--- src/rtl/addsub_arbiter_pkg.sv ---
// -----------------------------------------------------------------------------
// addsub_arbiter_pkg
// Shared definitions for the arbitrated saturating add/sub unit: the operand
// width, the two saturation limits, the controller state encoding and a small
// helper for round-robin index arithmetic.
// Ports: none (package).
// -----------------------------------------------------------------------------
package addsub_arbiter_pkg;

   // Width of every operand and result handled by the shared datapath.
   localparam int OPW = 16;

   // Clamp values used when a signed result leaves the 16-bit range.
   localparam logic [OPW-1:0] SAT_POS = 16'h7FFF;
   localparam logic [OPW-1:0] SAT_NEG = 16'h8000;

   // Controller states: waiting for a request, computing, presenting a result.
   typedef enum logic [1:0] {
      IDLE = 2'd0,
      EXEC = 2'd1,
      HOLD = 2'd2
   } state_t;

   // Index that lies 'off' positions after 'base' on a ring of 'n' requesters.
   function automatic int wrapIdx(input int base, input int off, input int n);
      return (base + off) % n;
   endfunction

endpackage

--- src/rtl/addsub_arbiter_sat_addsub16.sv ---
// -----------------------------------------------------------------------------
// sat_addsub16
// Purely combinational 16-bit signed add/subtract with saturation.
// Subtraction is done as A + ~B + 1 so one adder serves both operations.
// Ports:
//   a, b  : signed operands
//   sub   : 1 = a - b, 0 = a + b
//   sum   : result, clamped to 0x7FFF / 0x8000 on signed overflow
//   ovfl  : high when the result had to be clamped
// -----------------------------------------------------------------------------
module sat_addsub16
   import addsub_arbiter_pkg::*;
(
   input  logic [OPW-1:0] a,
   input  logic [OPW-1:0] b,
   input  logic           sub,
   output logic [OPW-1:0] sum,
   output logic           ovfl
);

   logic [OPW-1:0] w_bEff;
   logic [OPW-1:0] w_raw;

   // The effective B operand is inverted for subtraction; the carry-in of one
   // completes the two's complement negation.
   assign w_bEff = sub ? ~b : b;
   assign w_raw  = a + w_bEff + {{(OPW-1){1'b0}}, sub};

   // Overflow is only possible when both effective operands share a sign; it
   // shows up as a raw sign that disagrees with that shared sign.
   assign ovfl = (a[OPW-1] == w_bEff[OPW-1]) && (w_raw[OPW-1] != a[OPW-1]);

   // A raw sign of 1 after overflow means two positives wrapped negative, so
   // clamp high; a raw sign of 0 means two negatives wrapped positive.
   assign sum = ovfl ? (w_raw[OPW-1] ? SAT_POS : SAT_NEG) : w_raw;

endmodule

--- src/rtl/addsub_arbiter.sv ---
// -----------------------------------------------------------------------------
// addsub_arbiter
// Shares one saturating 16-bit add/sub datapath between NREQ requesters.
// A round-robin arbiter picks one request per operation, the operands are
// registered, the result is computed in one cycle and then held on a single
// response channel until the consumer accepts it. A saturating counter tracks
// how many operations overflowed.
// Ports:
//   clk, rst_n    : clock (rising edge) and asynchronous active-low reset
//   req_valid     : per-requester request valid
//   req_a, req_b  : packed operands, 16-bit slice i belongs to requester i
//   req_sub       : per-requester operation select, 1 = A-B
//   req_ready     : one-hot accept strobe back to the granted requester
//   rsp_valid     : result valid, held until rsp_ready
//   rsp_ready     : consumer accepts the result
//   rsp_id        : index of the requester owning the result
//   rsp_sum       : saturated result
//   rsp_ovfl      : result was saturated
//   ovfl_cnt      : number of overflowed operations, sticks at 0xFFFF
//   ovfl_cnt_clr  : synchronous clear of ovfl_cnt, wins over an increment
// -----------------------------------------------------------------------------
module addsub_arbiter
   import addsub_arbiter_pkg::*;
#(
   parameter int NREQ = 2,
   parameter int IDW  = 2
) (
   input  logic                clk,
   input  logic                rst_n,
   input  logic [NREQ-1:0]     req_valid,
   input  logic [16*NREQ-1:0]  req_a,
   input  logic [16*NREQ-1:0]  req_b,
   input  logic [NREQ-1:0]     req_sub,
   output logic [NREQ-1:0]     req_ready,
   output logic                rsp_valid,
   input  logic                rsp_ready,
   output logic [IDW-1:0]      rsp_id,
   output logic [15:0]         rsp_sum,
   output logic                rsp_ovfl,
   output logic [15:0]         ovfl_cnt,
   input  logic                ovfl_cnt_clr
);

   state_t          r_state;
   state_t          w_nextState;

   logic [IDW-1:0]  r_lastGrant;
   logic            w_anyValid;
   logic [IDW-1:0]  w_grantIdx;
   logic [NREQ-1:0] w_grantOneHot;
   logic [OPW-1:0]  w_selA;
   logic [OPW-1:0]  w_selB;
   logic            w_selSub;

   logic [OPW-1:0]  r_opA;
   logic [OPW-1:0]  r_opB;
   logic            r_opSub;
   logic [IDW-1:0]  r_opId;

   logic [OPW-1:0]  w_sum;
   logic            w_ovfl;

   logic            r_rspValid;
   logic [IDW-1:0]  r_rspId;
   logic [OPW-1:0]  r_rspSum;
   logic            r_rspOvfl;
   logic [15:0]     r_ovflCnt;

   logic            w_accept;

   // Round-robin search: start one past the last granted requester and take
   // the first valid one, wrapping around the ring. The winner's operands are
   // muxed out here so the accept edge can register them directly.
   always_comb begin
      w_anyValid    = 1'b0;
      w_grantIdx    = '0;
      w_grantOneHot = '0;
      w_selA        = '0;
      w_selB        = '0;
      w_selSub      = 1'b0;
      for (int off = 1; off <= NREQ; off++) begin
         if (!w_anyValid && req_valid[wrapIdx(int'(r_lastGrant), off, NREQ)]) begin
            w_anyValid = 1'b1;
            w_grantIdx = IDW'(wrapIdx(int'(r_lastGrant), off, NREQ));
            w_grantOneHot[wrapIdx(int'(r_lastGrant), off, NREQ)] = 1'b1;
            w_selA   = req_a[wrapIdx(int'(r_lastGrant), off, NREQ)*OPW +: OPW];
            w_selB   = req_b[wrapIdx(int'(r_lastGrant), off, NREQ)*OPW +: OPW];
            w_selSub = req_sub[wrapIdx(int'(r_lastGrant), off, NREQ)];
         end
      end
   end

   // Controller state register.
   always_ff @(posedge clk or negedge rst_n) begin
      if (!rst_n) begin
         r_state <= IDLE;
      end else begin
         r_state <= w_nextState;
      end
   end

   // Next-state and accept strobe. Grant and accept coincide in IDLE; EXEC is
   // always a single cycle; HOLD waits for the consumer. There is no path
   // from HOLD straight to a new accept, so issues are at least 3 cycles apart.
   always_comb begin
      w_nextState = r_state;
      req_ready   = '0;
      case (r_state)
         IDLE: begin
            if (w_anyValid) begin
               req_ready   = w_grantOneHot;
               w_nextState = EXEC;
            end
         end
         EXEC: begin
            w_nextState = HOLD;
         end
         HOLD: begin
            if (rsp_ready) begin
               w_nextState = IDLE;
            end
         end
         default: begin
            w_nextState = IDLE;
         end
      endcase
   end

   assign w_accept = (r_state == IDLE) && w_anyValid;

   // Capture the granted request and remember who won, so the next search
   // starts after it. Reset points at the last requester, giving requester 0
   // first priority.
   always_ff @(posedge clk or negedge rst_n) begin
      if (!rst_n) begin
         r_opA       <= '0;
         r_opB       <= '0;
         r_opSub     <= 1'b0;
         r_opId      <= '0;
         r_lastGrant <= IDW'(NREQ - 1);
      end else if (w_accept) begin
         r_opA       <= w_selA;
         r_opB       <= w_selB;
         r_opSub     <= w_selSub;
         r_opId      <= w_grantIdx;
         r_lastGrant <= w_grantIdx;
      end
   end

   // Shared saturating datapath fed only from the captured operands, so
   // requester activity after the accept cannot disturb the result.
   sat_addsub16 u_satAddSub (
      .a    (r_opA),
      .b    (r_opB),
      .sub  (r_opSub),
      .sum  (w_sum),
      .ovfl (w_ovfl)
   );

   // Response channel: loaded at the end of EXEC, then frozen until the
   // consumer takes it in HOLD. Only rsp_valid drops on acceptance; the data
   // registers keep their last value.
   always_ff @(posedge clk or negedge rst_n) begin
      if (!rst_n) begin
         r_rspValid <= 1'b0;
         r_rspId    <= '0;
         r_rspSum   <= '0;
         r_rspOvfl  <= 1'b0;
      end else if (r_state == EXEC) begin
         r_rspValid <= 1'b1;
         r_rspId    <= r_opId;
         r_rspSum   <= w_sum;
         r_rspOvfl  <= w_ovfl;
      end else if ((r_state == HOLD) && rsp_ready) begin
         r_rspValid <= 1'b0;
      end
   end

   // Overflow event counter. Clear beats a simultaneous increment, and the
   // count sticks at all-ones rather than wrapping.
   always_ff @(posedge clk or negedge rst_n) begin
      if (!rst_n) begin
         r_ovflCnt <= '0;
      end else if (ovfl_cnt_clr) begin
         r_ovflCnt <= '0;
      end else if ((r_state == EXEC) && w_ovfl && (r_ovflCnt != 16'hFFFF)) begin
         r_ovflCnt <= r_ovflCnt + 16'd1;
      end
   end

   assign rsp_valid = r_rspValid;
   assign rsp_id    = r_rspId;
   assign rsp_sum   = r_rspSum;
   assign rsp_ovfl  = r_rspOvfl;
   assign ovfl_cnt  = r_ovflCnt;

endmodule

--- config.mk ---
export PLATFORM = sky130hd
export DESIGN_NAME = addsub_arbiter
export DESIGN_NICKNAME = d
export VERILOG_FILES = /design/src/rtl/addsub_arbiter_pkg.sv /design/src/rtl/addsub_arbiter_sat_addsub16.sv /design/src/rtl/addsub_arbiter.sv
export SDC_FILE = /design/constraint.sdc
export NUM_CORES = 1
export LEC_CHECK = 0
export CORE_MARGIN = 1.5
export CORE_UTILIZATION = 35
export DETAILED_ROUTE_END_ITERATION = 16
export PLACE_DENSITY = 0.59
export SYNTH_ARGS = -nofsm -noshare
export SYNTH_HDL_FRONTEND = slang
export SYNTH_SLANG_ARGS = --single-unit
--- constraint.sdc ---
create_clock -name clk -period 7.4 [get_ports clk]
set_input_delay 1.11 -clock clk [delete_from_list [all_inputs] [get_ports clk]]
set_output_delay 1.11 -clock clk [all_outputs]
set_load 0.01 [all_outputs]
==> impl_metrics.env <==
export IMPL_outcome="finished clean"
export IMPL_cts_buffer_depth=2
export IMPL_critPathLaunchType="input pin"
export IMPL_cpPeakStageDelay_ns=0.56
export IMPL_path_cells="clkdlybuf4s50_1 -> a21boi_2 -> and2_1 -> clkdlybuf4s50_1"
export IMPL_worst_slew_pin_slew_ns=0.917
export IMPL_pwr_share_comb_pct=56.5
export IMPL_wl_um=10800
export IMPL_drt_iter0_drc=233
export IMPL_final_util_pct=49.0
export IMPL_die_h_um=115
export IMPL_tns_ns=0
export IMPL_total_power_uw=2630
export IMPL_final_hold_violation_count=0
export IMPL_synth_warnings=0
export IMPL_yosysSeqAreaShare_pct=41.0
export IMPL_clock_power_share_pct=18.2
export IMPL_dp_cells=726
export IMPL_async_flop_share_pct=100
export IMPL_worstPathArrival_ns=2.61
export IMPL_syn_to_final_growth_pct=35.0
export IMPL_seqCellArea_um2=1800
export IMPL_drc=0
export IMPL_cts_root_buf="clkbuf_16"
export IMPL_peakVddDrop_mv=0.197
export IMPL_core_area_um2=12100
export IMPL_synthDistinctLibCells=66
export IMPL_post_place_ws_ns=3.68
export IMPL_wire_per_inst_um=14.5
export IMPL_rsz0062_at_grt="no"
export IMPL_cts_buffers=9
export IMPL_cp_end_kind="output pin"
export IMPL_syn_area_per_cell_um2=9.27
export IMPL_antennaDiodeCount=0
export IMPL_min_period_ns=3.72
export IMPL_gp_congestion=0.747
export IMPL_netlist_instances=474
export IMPL_die_area_um2=13200
export IMPL_yosys_area_top_type="dfrtp_1"
export IMPL_dr_total_vias=3776
export IMPL_grt_pass1_vias=3752
export IMPL_nFillCells=1149
export IMPL_yosysTopAreaCellShare_pct=40.4
export IMPL_critical_path_top_cell_by_count="clkdlybuf4s50_1"
export IMPL_clk_pin_slew_ns=0.06
export IMPL_grt_usage_pct=17.4
export IMPL_fin_nets=657
export IMPL_path_max_fanout=3
export IMPL_insertion_delay_ns=0.34
export IMPL_synth_nets=562
export IMPL_routed_via_density=5.09
export IMPL_dr_pass1_iters=4
export IMPL_fin_skew_ns=0.00693
export IMPL_path_class="in2out"
export IMPL_min_period_over_period_pct=50.2
export IMPL_drtAntennaViolNets=0
export IMPL_slew_viol_final=0
export IMPL_fin_cells=742
export IMPL_start_util_pct=36.3
export IMPL_seq_power_share_pct=25.2
export IMPL_grt_antenna_before_repair=0
export IMPL_cts_sinks=72
export IMPL_cts_repair_resized=0
export IMPL_synth_edff_count=0
export IMPL_dpl_hpwl_um=7950
export IMPL_power_density_nw_per_um2=444
export IMPL_post_cts_buffers=0
export IMPL_ys_ff_latch=72
export IMPL_fmax_ghz=0.269
export IMPL_critical_path_slowest_cell="clkdlybuf4s50_1"
export IMPL_synth_top_flop_cell="dfrtp_1"
export IMPL_multi_input_area_um2=2450
export IMPL_power_internal_uw=1500
export IMPL_fin_ws_ns=3.68
export IMPL_swShare_pct=43.0
export IMPL_grt_max_degree=73
export IMPL_hp_class="reg2reg"
export IMPL_cap_violations=0
export IMPL_p_switching_uw=1130
export IMPL_synth_area_leaders="dfrtp_1 40%, o21ai_0 6.4%, a22oi_1 5.5%, nand2_1 5.0%, ha_1 4.3%"
export IMPL_portBuffers=108
export IMPL_grt_first_pass_wirelength_um=18200
export IMPL_hold_buffers=0
export IMPL_leakage_uw=0.00247
export IMPL_setup_violations=0
export IMPL_rows=40
export IMPL_ctsHtreeMaxLevel=3
export IMPL_io_pins=110
export IMPL_cts_tree="built"
export IMPL_syn_area_um2=4390
export IMPL_relSlewSlack_pct=38.9
export IMPL_critPathRequiredTime_ns=6.29
export IMPL_overflow=0
export IMPL_drive_gt1_share_pct=7.67
export IMPL_dieWidth_um=115
cells in the final DEF, fill, tap and decap left out, drive strengths merged, types with 3 or more instances in the layout:
cell type / count
nand2b: 3
a21o: 5
a22o: 3
dfrtp: 71
nor4: 3
or4: 9
and2: 3
buf: 4
o21a: 6
mux2i: 4
clkdlybuf4s50: 107
o31ai: 10
and3: 4
xor2: 17
xnor2: 11
a211oi: 4
inv: 10
mux2: 4
nor3: 5
nand4: 3
clkbuf: 11
a22oi: 33
nand2: 59
a21oi: 23
nand3: 15
o21ai: 60
nor2b: 7
clkinv: 3
o211a: 3
a21boi: 9
ha: 15
nor2: 21
per-stage QoR:
stage          instance area [um2]  hold WS, ns
6_report                      5930        0.475
3_5_place_dp                  5600        0.466
3_3_place_gp                  5600        0.460
5_1_grt                       5930        0.494
4_1_cts                       5930        0.480
2_1_floorplan                 4390        0.439
critical path, delay by kind of cell:
| kind | cells | cell delay [ns] |
|---|---|---|
| AOI/OAI and AO/OA | 1 | 0.20 |
| buffers and inverters | 2 | 1.12 |
| and+or+nand+nor | 1 | 0.18 |
sequential cells by signal, indices dropped and copies added (netlist names):
name and flops:
ovfl_cnt 16, r_opA 16, r_opB 16, rsp_sum 16
r_state 2, r_lastGrant 1, r_opId 1, r_opSub 1
rsp_id 1, rsp_ovfl 1, rsp_valid 1
worst paths after layout:
check	start	end	slack, ns	cells after the start
worst max-delay path	req_valid[1]	req_ready[1]	3.68	4
worst min register to register	rsp_id[0]	rsp_id[0]	0.47	2
min in group asynchronous	rst_n	rsp_sum[2]	0.92	1
worst min-delay path	rsp_id[0]	rsp_id[0]	0.47	2
worst max register to register	r_opSub	ovfl_cnt[5]	3.98	9
max in group asynchronous	rst_n	r_opA[1]	5.90	1
kinds of logic (layout without fill, tap and decap cells):
group                      after synthesis  count (layout)  share of synthesized area, %
buffers and inverters                   37             137                          3.70
muxes                                    8               8                          2.39
other                                    1               1                        0.0854
xor gates and xnor gates                28              28                          5.58
and+or+nand+nor                        139             139                          15.5
adders and majority gates               16              16                          4.73
DFF                                     72              72                          41.0
AOI/OAI and AO/OA                      173             173                          26.9
final cells by class:
type | instances | share of cell area [%]
Inverter | 10 | 0.633
Sequential cell | 72 | 30.4
Clock buffer | 11 | 4.26
Clock inverter | 5 | 1.33
Tap cell | 168 | 3.55
Multi-Input combinational cell | 365 | 41.3
Timing Repair Buffer | 111 | 18.6
power by group through the flow:
stage          Clock [uW]  Combinational, uW  Sequential, uW
2_1_floorplan           0               1110             646
3_3_place_gp            0               1460             670
3_5_place_dp            0               1490             674
4_1_cts               491               1500             668
5_1_grt               510               1690             685
6_report              480               1490             664
cells in the mapped netlist (4+ instances only):
| cell type | instances |
|---|---|
| o31ai_1 | 9 |
| inv_1 | 10 |
| nor2b_1 | 7 |
| nand3_1 | 14 |
| ha_1 | 15 |
| o21ai_0 | 56 |
| a21boi_0 | 7 |
| a21o_1 | 5 |
| nor3_1 | 5 |
| xor2_1 | 17 |
| dfrtp_1 | 71 |
| xnor2_1 | 11 |
| or4_1 | 9 |
| o21a_1 | 6 |
| a211oi_1 | 4 |
| nand2_1 | 59 |
| nor2_1 | 20 |
| a22oi_1 | 32 |
| clkbuf_1 | 22 |
| a21oi_1 | 22 |
per-layer routing:
layer | vias up | share of wire, % | global-route usage, %
li1 | 1935 | - | -
met1 | 1730 | 50 | 25.1
met2 | 101 | 43 | 26.2
met3 | 10 | 5.1 | 3.69
met4 | 0 | 1.3 | 5.43
met5 | - | 0 | 0
No activity file was read; power rests on OpenSTA's default activity.
